**src/rtl/shift_pkg.sv**
```systemverilog
// Shared types and constant functions for the shift/convolution width-conversion blocks.
// Lane index is sized for up to 256 lanes per input word.
package shift_pkg;

  localparam int unsigned LaneIdxW = 8;

  typedef logic [LaneIdxW-1:0] lane_idx_t;

  function automatic int unsigned ratio_f(input int unsigned in_w, input int unsigned out_w);
    return in_w / out_w;
  endfunction

  function automatic int unsigned lvl_width_f(input int unsigned depth);
    return $clog2(depth + 1);
  endfunction

endpackage

```
**src/rtl/shift_fifo_ptr.sv**
```systemverilog
// Wrap-at-Depth pointer counter with synchronous clear (priority) and increment.
module shift_fifo_ptr #(
  parameter int unsigned Depth = 16,
  parameter int unsigned PtrW  = $clog2(Depth)
) (
  input  logic            clk_i,
  input  logic            rst_i,
  input  logic            clr_i,
  input  logic            inc_i,
  output logic [PtrW-1:0] ptr_o
);

  logic [PtrW-1:0] ptr_q, ptr_d;

  always_comb begin
    ptr_d = ptr_q;
    if (clr_i) begin
      ptr_d = '0;
    end else if (inc_i) begin
      // Explicit wrap so non-power-of-two depths work.
      ptr_d = (ptr_q == PtrW'(Depth - 1)) ? '0 : ptr_q + PtrW'(1);
    end
  end

  always_ff @(posedge clk_i or posedge rst_i) begin
    if (rst_i) ptr_q <= '0;
    else       ptr_q <= ptr_d;
  end

  assign ptr_o = ptr_q;

endmodule

```
**src/rtl/shift_width_fifo.sv**
```systemverilog
// Down-converting FIFO: stores wide words, emits them as narrow lanes through a registered
// first-word-fall-through output. Define SHIFT_FIFO_MSB_FIRST_EN to emit the MSB lane first.
module shift_width_fifo
  import shift_pkg::*;
#(
  parameter int unsigned InWidth    = 64,
  parameter int unsigned OutWidth   = 8,
  parameter int unsigned Depth      = 16,
  parameter int unsigned AlmostFull = 12,
  parameter int unsigned Ratio      = ratio_f(InWidth, OutWidth),
  parameter int unsigned LvlW       = lvl_width_f(Depth)
) (
  input  logic                clk_i,
  input  logic                rst_i,
  input  logic                flush_i,
  input  logic                s_valid_i,
  output logic                s_ready_o,
  input  logic [InWidth-1:0]  s_data_i,
  output logic                m_valid_o,
  input  logic                m_ready_i,
  output logic [OutWidth-1:0] m_data_o,
  output logic                m_last_o,
  output logic [LvlW-1:0]     level_o,
  output logic                almost_full_o
);

  localparam int unsigned PtrW = $clog2(Depth);
  localparam int unsigned SelW = (InWidth > 1) ? $clog2(InWidth) : 1;

  if (InWidth % OutWidth != 0) begin : g_chk_ratio
    $error("InWidth must be an integer multiple of OutWidth");
  end
  if (Depth < 2) begin : g_chk_depth
    $error("Depth must be at least 2");
  end
  if (AlmostFull < 1 || AlmostFull > Depth) begin : g_chk_af
    $error("AlmostFull must lie in 1..Depth");
  end
  if (Ratio > (1 << LaneIdxW)) begin : g_chk_lanes
    $error("Ratio exceeds lane index range");
  end

  logic [InWidth-1:0]  mem_q [Depth];
  logic [PtrW-1:0]     wr_ptr, rd_ptr;
  logic [LvlW-1:0]     level_q, level_d;
  lane_idx_t           lane_q, lane_d, lane_sel;
  logic                m_valid_q, m_valid_d;
  logic                m_last_q, m_last_d;
  logic [OutWidth-1:0] m_data_q, m_data_d;
  logic [InWidth-1:0]  rd_word;
  logic [SelW-1:0]     sel_base;
  logic                wr_en, load, last_lane, rd_inc;

  // Handshakes: a transfer happens on the edge where valid && ready are both high.
  // s_ready_o and m_valid_o come only from registered state, so neither side's ready
  // combinationally depends on the other side; m_data_o/m_last_o hold while stalled.
  assign s_ready_o     = (level_q != LvlW'(Depth));
  assign wr_en         = s_valid_i && s_ready_o && !flush_i;
  assign load          = (!m_valid_q || m_ready_i) && (level_q != '0) && !flush_i;
  assign last_lane     = (lane_q == lane_idx_t'(Ratio - 1));
  assign rd_inc        = load && last_lane;
  assign rd_word       = mem_q[rd_ptr];

`ifdef SHIFT_FIFO_MSB_FIRST_EN
  assign lane_sel = lane_idx_t'(Ratio - 1) - lane_q;
`else
  assign lane_sel = lane_q;
`endif
  assign sel_base = SelW'(32'(lane_sel) * OutWidth);

  shift_fifo_ptr #(.Depth(Depth), .PtrW(PtrW)) u_wr_ptr (
    .clk_i (clk_i),
    .rst_i (rst_i),
    .clr_i (flush_i),
    .inc_i (wr_en),
    .ptr_o (wr_ptr)
  );

  shift_fifo_ptr #(.Depth(Depth), .PtrW(PtrW)) u_rd_ptr (
    .clk_i (clk_i),
    .rst_i (rst_i),
    .clr_i (flush_i),
    .inc_i (rd_inc),
    .ptr_o (rd_ptr)
  );

  // Storage is deliberately left uninitialised; flush and reset only clear bookkeeping.
  always_ff @(posedge clk_i) begin
    if (wr_en) mem_q[wr_ptr] <= s_data_i;
  end

  always_comb begin
    level_d   = level_q;
    lane_d    = lane_q;
    m_valid_d = m_valid_q;
    m_last_d  = m_last_q;
    m_data_d  = m_data_q;
    if (flush_i) begin
      level_d   = '0;
      lane_d    = '0;
      m_valid_d = 1'b0;
      m_last_d  = 1'b0;
    end else begin
      case ({wr_en, rd_inc})
        2'b10:   level_d = level_q + LvlW'(1);
        2'b01:   level_d = level_q - LvlW'(1);
        default: level_d = level_q;
      endcase
      if (load) begin
        m_data_d  = rd_word[sel_base +: OutWidth];
        m_valid_d = 1'b1;
        m_last_d  = last_lane;
        lane_d    = last_lane ? '0 : lane_q + lane_idx_t'(1);
      end else if (m_valid_q && m_ready_i) begin
        m_valid_d = 1'b0;
      end
    end
  end

  always_ff @(posedge clk_i or posedge rst_i) begin
    if (rst_i) begin
      level_q   <= '0;
      lane_q    <= '0;
      m_valid_q <= 1'b0;
      m_last_q  <= 1'b0;
      m_data_q  <= '0;
    end else begin
      level_q   <= level_d;
      lane_q    <= lane_d;
      m_valid_q <= m_valid_d;
      m_last_q  <= m_last_d;
      m_data_q  <= m_data_d;
    end
  end

  assign m_valid_o     = m_valid_q;
  assign m_data_o      = m_data_q;
  assign m_last_o      = m_last_q;
  assign level_o       = level_q;
  assign almost_full_o = (level_q >= LvlW'(AlmostFull));

endmodule

```
**config.mk**
```make
export PLATFORM = sky130hd
export DESIGN_NAME = shift_width_fifo
export DESIGN_NICKNAME = d
export VERILOG_FILES = /design/src/rtl/shift_pkg.sv /design/src/rtl/shift_fifo_ptr.sv /design/src/rtl/shift_width_fifo.sv
export SDC_FILE = /design/constraint.sdc
export NUM_CORES = 1
export LEC_CHECK = 0
export BUFFER_PORTS_ARGS = -buffer_cell sky130_fd_sc_hd__buf_2
export CAP_MARGIN = 20
export CORE_MARGIN = 2
export CORE_UTILIZATION = 62
export DETAILED_ROUTE_END_ITERATION = 10
export PLACE_DENSITY = 0.79
export SLEW_MARGIN = 5
export SYNTH_ARGS = -nofsm -noshare
export SYNTH_HDL_FRONTEND = slang
export SYNTH_SLANG_ARGS = --single-unit
```
**constraint.sdc**
```tcl
create_clock -name clk_i -period 6.9 [get_ports clk_i]
set_input_delay 1.035 -clock clk_i [delete_from_list [all_inputs] [get_ports clk_i]]
set_output_delay 1.035 -clock clk_i [all_outputs]
set_load 0.01 [all_outputs]
```
Word level (Yosys, flattened, before mapping). Memory sizes are Yosys's and may differ from the RTL's. Index checks and enable logic that the tools add are counted.

Input bits: 69. Bits in writable memories: 1024. Word-level logic and storage cells: 56. Bits in latches: 0. Memory bits (read-only): 0. Memories kept: 1. Output and inout port bits: 17. Register bits: 31.

$mul: 0. Div/mod/pow operators: 0. Shift-type cells: 1. Bitwise operators: 1. Add/subtract/negate cells: 5. Mux-type cells: 18. Equality and inequality tests: 6. Magnitude comparators: 1. Reductions and logical operators: 16.

Memories: mem_q (depth 16, bits a word 64, rd ports 1, clocked after Yosys merged registers in 0, write ports 1, line shift_width_fifo.sv:43) `logic [InWidth-1:0] mem_q [Depth];`.

Operators with widths (count): $shiftx 64x7->8 (1); $mux 4 (6); $mux 8 (3); $pmux 5 s2 (1); $add 4x1->4 const B (2); $add 8x1->8 const B (1); $eq 4x4->1 const B (2); $eq 8x3->1 const B (1); $mux 1 (7); $logic_and 1x1->1 (6); $reduce_bool 2->1 (3); $reduce_bool 3->1 (2); $add 5x1->5 const B (1); $ge 5x4->1 const B (1); $mux 5 (1); $ne 5x5->1 const B (1); $reduce_bool 5->1 (1); $sub 5x1->5 const B (1); $eq 2x1->1 const B (1); $eq 2x2->1 const B (1); $logic_not 1->1 (2); $reduce_and 2->1 (1); $logic_or 1x1->1 (1); $not 1->1 (1).

Depth between registers and ports, before layout.
Word-level depth: 8. Mapped depth: 11. Depth with buffers taken out: 10.

Modules after synthesis. A second synthesis with hierarchy kept.

Cells, all modules: 1910. Area, all modules: 40996.8 um^2.

Modules (own cells, without submodules): shift_width_fifo (seq. area each 31325.0 um^2, instances 1, area each 40593.9 um^2, cells each 1868); shift_fifo_ptr (seq. area each 100.1 um^2, instances 2, area each 201.4 um^2, cells each 21).

Worst setup path after synthesis. No wires, ideal clock.

Path kind: in2reg. From: input port s_valid_i. To: memory mem_q[3][0] (enable). Buffers on the path: 1. Required time: 6.335 ns. Data arrival time: 5.973 ns. Library setup time: 0.565 ns. Setup slack: 0.362 ns. Stages: 5. Cell sequence: o21ai_0 > buf_2 > nor2_1 > nand2_1 > nor3_1.

Word-level cells in the longest chain between the ends: 4.

Ends and longest elaborated chain: from (decl) (line shift_width_fifo.sv:16) `input logic s_valid_i,`; $logic_and 1x1->1 (2 in a row) (line shift_width_fifo.sv:58) `assign wr_en = s_valid_i && s_ready_o && !flush_i;`; $mux 1 (line shift_width_fifo.sv:89) `if (wr_en) mem_q[wr_ptr] <= s_data_i;`; $mux 1 (not written as such) (line shift_width_fifo.sv:89); to (decl) (line shift_width_fifo.sv:43).

Every way passes these cells.

Final worst setup path.
From: register u_rd_ptr.ptr_q[0], in the netlist u_rd_ptr.ptr_o[0]. To: register m_data_q[4], in the netlist m_data_o[4].

Word-level cells in the longest chain between the ends: 2.

Ends and longest elaborated chain: from (decl) (line shift_fifo_ptr.sv:13) `logic [PtrW-1:0] ptr_q, ptr_d;`; from (signal assigned) (line shift_fifo_ptr.sv:27) `else ptr_q <= ptr_d;`; $mem_v2 16x64; $shiftx 64x7->8 (line shift_width_fifo.sv:110) `m_data_d = rd_word[sel_base +: OutWidth];`; to (signal assigned) (line shift_width_fifo.sv:132) `m_data_q <= m_data_d;`; to (decl) (line shift_width_fifo.sv:49) `logic [OutWidth-1:0] m_data_q, m_data_d;`.

Every way passes these cells. A chain may end at the register's enable or synchronous reset.

==> results_tabular.tex <==
\begin{tabular}{lr}
\hline
Metric & Value \\
\hline
\multicolumn{2}{l}{\textbf{Run status}} \\
Outcome & finished clean \\
\multicolumn{2}{l}{\textbf{Placement}} \\
Worst setup slack before clock tree synthesis & approximately 3.0 ns \\
Half-perimeter wire length after placement & between 40 and 50 mm \\
Final weighted congestion in routability-driven placement & between 0.8 and 0.9 \\
Port-buffer cells & 85 \\
\multicolumn{2}{l}{\textbf{Worst setup path}} \\
Endpoint type of the worst setup path & register \\
CP max stage cell & dfrtp\_4 \\
Critical path type & reg2reg \\
Crit path DAT & 4.26 ns \\
Crit path largest cell delay & between 0.9 and 1 ns \\
Largest fanout of any net on the critical path & 100 \\
Number of buffer and inverter instances along the worst setup path & 1 \\
Worst Setup Start Kind & register \\
Worst path required time & between 7 and 8 ns \\
Sequence of cells on the critical path & buf\_12 > mux4\_2 > a22oi\_1 > a21oi\_1 > nor4\_1 > a211oi\_1 \\
Crit-path leading delay family & flip-flops \\
Reg2reg setup slack & 3.15 ns \\
\multicolumn{2}{l}{\textbf{Power}} \\
Power consumption & about 13 mW \\
Leak Pwr & approximately 14 nW \\
Pwr dens & about 280 mW/mm\^{}2 \\
Peak VDD IR & between 0.2 and 0.25 mV \\
\multicolumn{2}{l}{\textbf{Clock tree}} \\
Gates resized, CTS repair & 0 \\
Root buf cell & clkbuf\_16 \\
Maximum level of the CTS H-tree & 3 \\
Number of CTS-inserted buffers & roughly 100 \\
Clock sinks & 1055 \\
Clock transition at the registers of the reported paths & approximately 0.060 ns \\
Clock latency on the worst-skew pair & about 0.66 ns \\
Buffers from clock root to sink, at most & 3 \\
Setup repair bufs after CTS & 0 \\
TritonCTS clock tree & yes \\
Post-cts hold buffer count & 0 \\
\multicolumn{2}{l}{\textbf{Drt}} \\
Average detailed-routed wire length per instance & $\sim$31 um \\
DRC violations left & 0 \\
Antenna viol nets, final & 0 \\
Drt total wl & just over 90 mm \\
Avg Vias per Cell & between 6 and 7 \\
Number of violations reported at the end of detailed-routing iteration 0 & 2907 \\
First-pass iteration count of the detailed router & 5 \\
Via count & between 20k and 25k \\
\multicolumn{2}{l}{\textbf{Die}} \\
Count of boundary I/O pins & 86 \\
Initial core utilization & between 60 and 70\% \\
Cell row count & 94 \\
Die boundary height & between 200 and 300 um \\
Die area & between 0.06 and 0.07 mm\^{}2 \\
Die outline width & 261 um \\
Standard cell core area & roughly 0.066 mm\^{}2 \\
\multicolumn{2}{l}{\textbf{Yosys}} \\
Share of async-settable or async-resettable flops after synthesis & 2.94\% \\
EDFF count, synth & between 1k and 1.5k \\
Cells after synthesis & 1924 \\
Mean post-synth cell area & 21.3 um\^{}2 \\
Syn. warnings & 0 \\
Top flip-flop cell by instance count after synthesis & edfxtp\_1 \\
Syn Std Cell Area & $\sim$0.041 mm\^{}2 \\
Part of the Yosys area used for sequential elements & about 77\% \\
Number of distinct library cells after synthesis & 70 \\
Flip-flop and latch count after synthesis & 1055 \\
Synthesized net count & about 2.0k \\
\multicolumn{2}{l}{\textbf{Timing}} \\
Tightest slew margin relative to the limit & 28.0\% \\
Post-route minimum period & around 3.8 ns \\
Endpoints failing hold & 0 \\
Final Worst Setup Slack & about 3.1 ns \\
RSZ-0062 raised after global routing & no \\
Highest attainable clock frequency & 266 MHz \\
Max-slew violation count & 0 \\
Worst Tran Pin Value & around 1.1 ns \\
Final clock period utilization by the worst path & between 50\% and 60\% \\
Finish-stage setup viols & 0 \\
Setup total negative slack & 0 ns \\
Largest clock skew in the final design & approximately 0.025 ns \\
\multicolumn{2}{l}{\textbf{Cells and area}} \\
Layout Area Growth over Synthesis & 11.3\% \\
Fill cells & between 3k and 4k \\
Combined area of the multi-input logic cells & 0.00889 mm\^{}2 \\
Net total in the final layout & about 2.1k \\
Sequential cell area & between 0.03 and 0.04 mm\^{}2 \\
Share of final-layout standard cells stronger than drive strength 1 & between 20\% and 30\% \\
\multicolumn{2}{l}{\textbf{Flow run}} \\
Max-cap violations & 0 \\
\multicolumn{2}{l}{\textbf{Global routing}} \\
Sum of overflow across all layers after global routing & 0 \\
Vias in the first global route & between 20k and 25k \\
Overall Global Routing Usage & between 20\% and 30\% \\
Maximum number of pins on one net before global-route repair & 133 \\
Initial antenna violation count & 11 \\
Global-route wire length before repair & 137 mm \\
\multicolumn{2}{l}{\textbf{Min path}} \\
Kind of path behind the tightest hold check & in2async \\
\hline
\end{tabular}
-- flip-flops by register name, summed over array words and instances (netlist names) --
register	flops
m_valid_o	1
lane_q	8
m_last_o	1
u_rd_ptr.ptr_o	4
u_wr_ptr.ptr_o	4
mem_q	1024
m_data_o	8
level_o	5
-- worst min-delay path: cells and delay by family --
kind     cells  cell delay (ns)
buf+inv      3             0.53
-- final cells by class --
| class | count | share of cell area, % |
|---|---|---|
| Clock buffer | 134 | 6.00 |
| Multi-Input combinational cell | 753 | 19.5 |
| Inverter | 8 | 0.0659 |
| Sequential cell | 1055 | 69.2 |
| Clock inverter | 52 | 0.980 |
| Tap cell | 864 | 2.37 |
| Antenna cell | 8 | 0.0439 |
| Timing Repair Buffer | 127 | 1.82 |
-- layout by cell type, fill, tap and decap left out, types with 12 or more instances in the layout --
cell type and instances:
edfxtp_1 1024, mux4_2 213, mux2i_1 131, clkbuf_16 104, buf_2 85, a22oi_1 64, a21oi_1 57, nand2_1 44
nor2_1 40, buf_4 36, clkbuf_1 28, dfrtp_1 28, clkinv_1 19, clkinv_2 18, mux2_2 14, o21ai_0 13
nor2_4 12
-- path summary, 6_finish.rpt --
path	startpoint	end	cells after the start
max in group asynchronous	rst_i	u_rd_ptr.ptr_o[2]	3
worst max-delay path	u_rd_ptr.ptr_o[0]	m_data_o[4]	6
worst max register to register	u_rd_ptr.ptr_o[0]	m_data_o[4]	6
worst min-delay path	rst_i	level_o[2]	3
min in group clk_i	m_last_o	m_last_o	2
worst min register to register	m_last_o	m_last_o	2
-- routing by layer --
metal	share of wire, %	GRT usage (%)	up-vias
met5	0.058	0.139	-
li1	-	-	8331
met2	49	44.1	1314
met3	10	4.72	217
met1	37	39.5	10600
met4	4.0	11.5	8
-- per-stage QoR --
stage | util (%) | instances | cell area [um^2] | hold slack [ns]
detailed placement | 64.5 | 2804 | 42300 | 0.484
global placement | 64.5 | 2804 | 42300 | 0.462
global route | 69.4 | 2997 | 45600 | 0.518
finish | 69.4 | 3001 | 45600 | 0.480
floorplan | - | 1924 | 40900 | 0.492
CTS | 69.3 | 2990 | 45500 | 0.474
-- synth_stat cells (all sizes together) (7+ instances only) --
library cell / number / area, um^2
edfxtp: 1024 / 30700
mux4: 216 / 4880
nor2: 54 / 205
ha: 8 / 100
and3: 9 / 56.3
mux2i: 131 / 1310
buf: 81 / 510
a221oi: 8 / 70.1
nand3: 10 / 50.1
dfrtp: 31 / 776
a22oi: 64 / 480
inv: 7 / 26.3
nand2: 44 / 165
mux2: 14 / 158
clkbuf: 27 / 103
o21ai: 13 / 65.1
nor3: 12 / 65.1
nor4: 10 / 62.6
a31o: 9 / 78.8
a211oi: 9 / 67.6
a2111oi: 8 / 82.6
a21oi: 57 / 285
-- where the power goes --
group | total [mW] | internal [mW] | switching, mW
combinational | 0.350 | 0.0944 | 0.255
clock | 5.34 | 3.05 | 2.30
sequential | 7.13 | 7.08 | 0.0485
total | 12.8 | 10.2 | 2.60
-- logic make-up (layout without fill, tap and decap cells) --
family / Yosys count / after routing / synth area share [%]
adder cells (fa/ha/maj): 8 / 8 / 0.244
multiplexers: 361 / 361 / 15.5
AND/OR/NAND/NOR: 172 / 172 / 2.04
flip-flops: 1055 / 1055 / 77.0
AO/OA/AOI/OAI: 206 / 206 / 3.52
other: 0 / 8 / 0
XOR/XNOR: 6 / 6 / 0.128
buffers and inverters: 116 / 321 / 1.57
(Power assumes the default switching activity.)
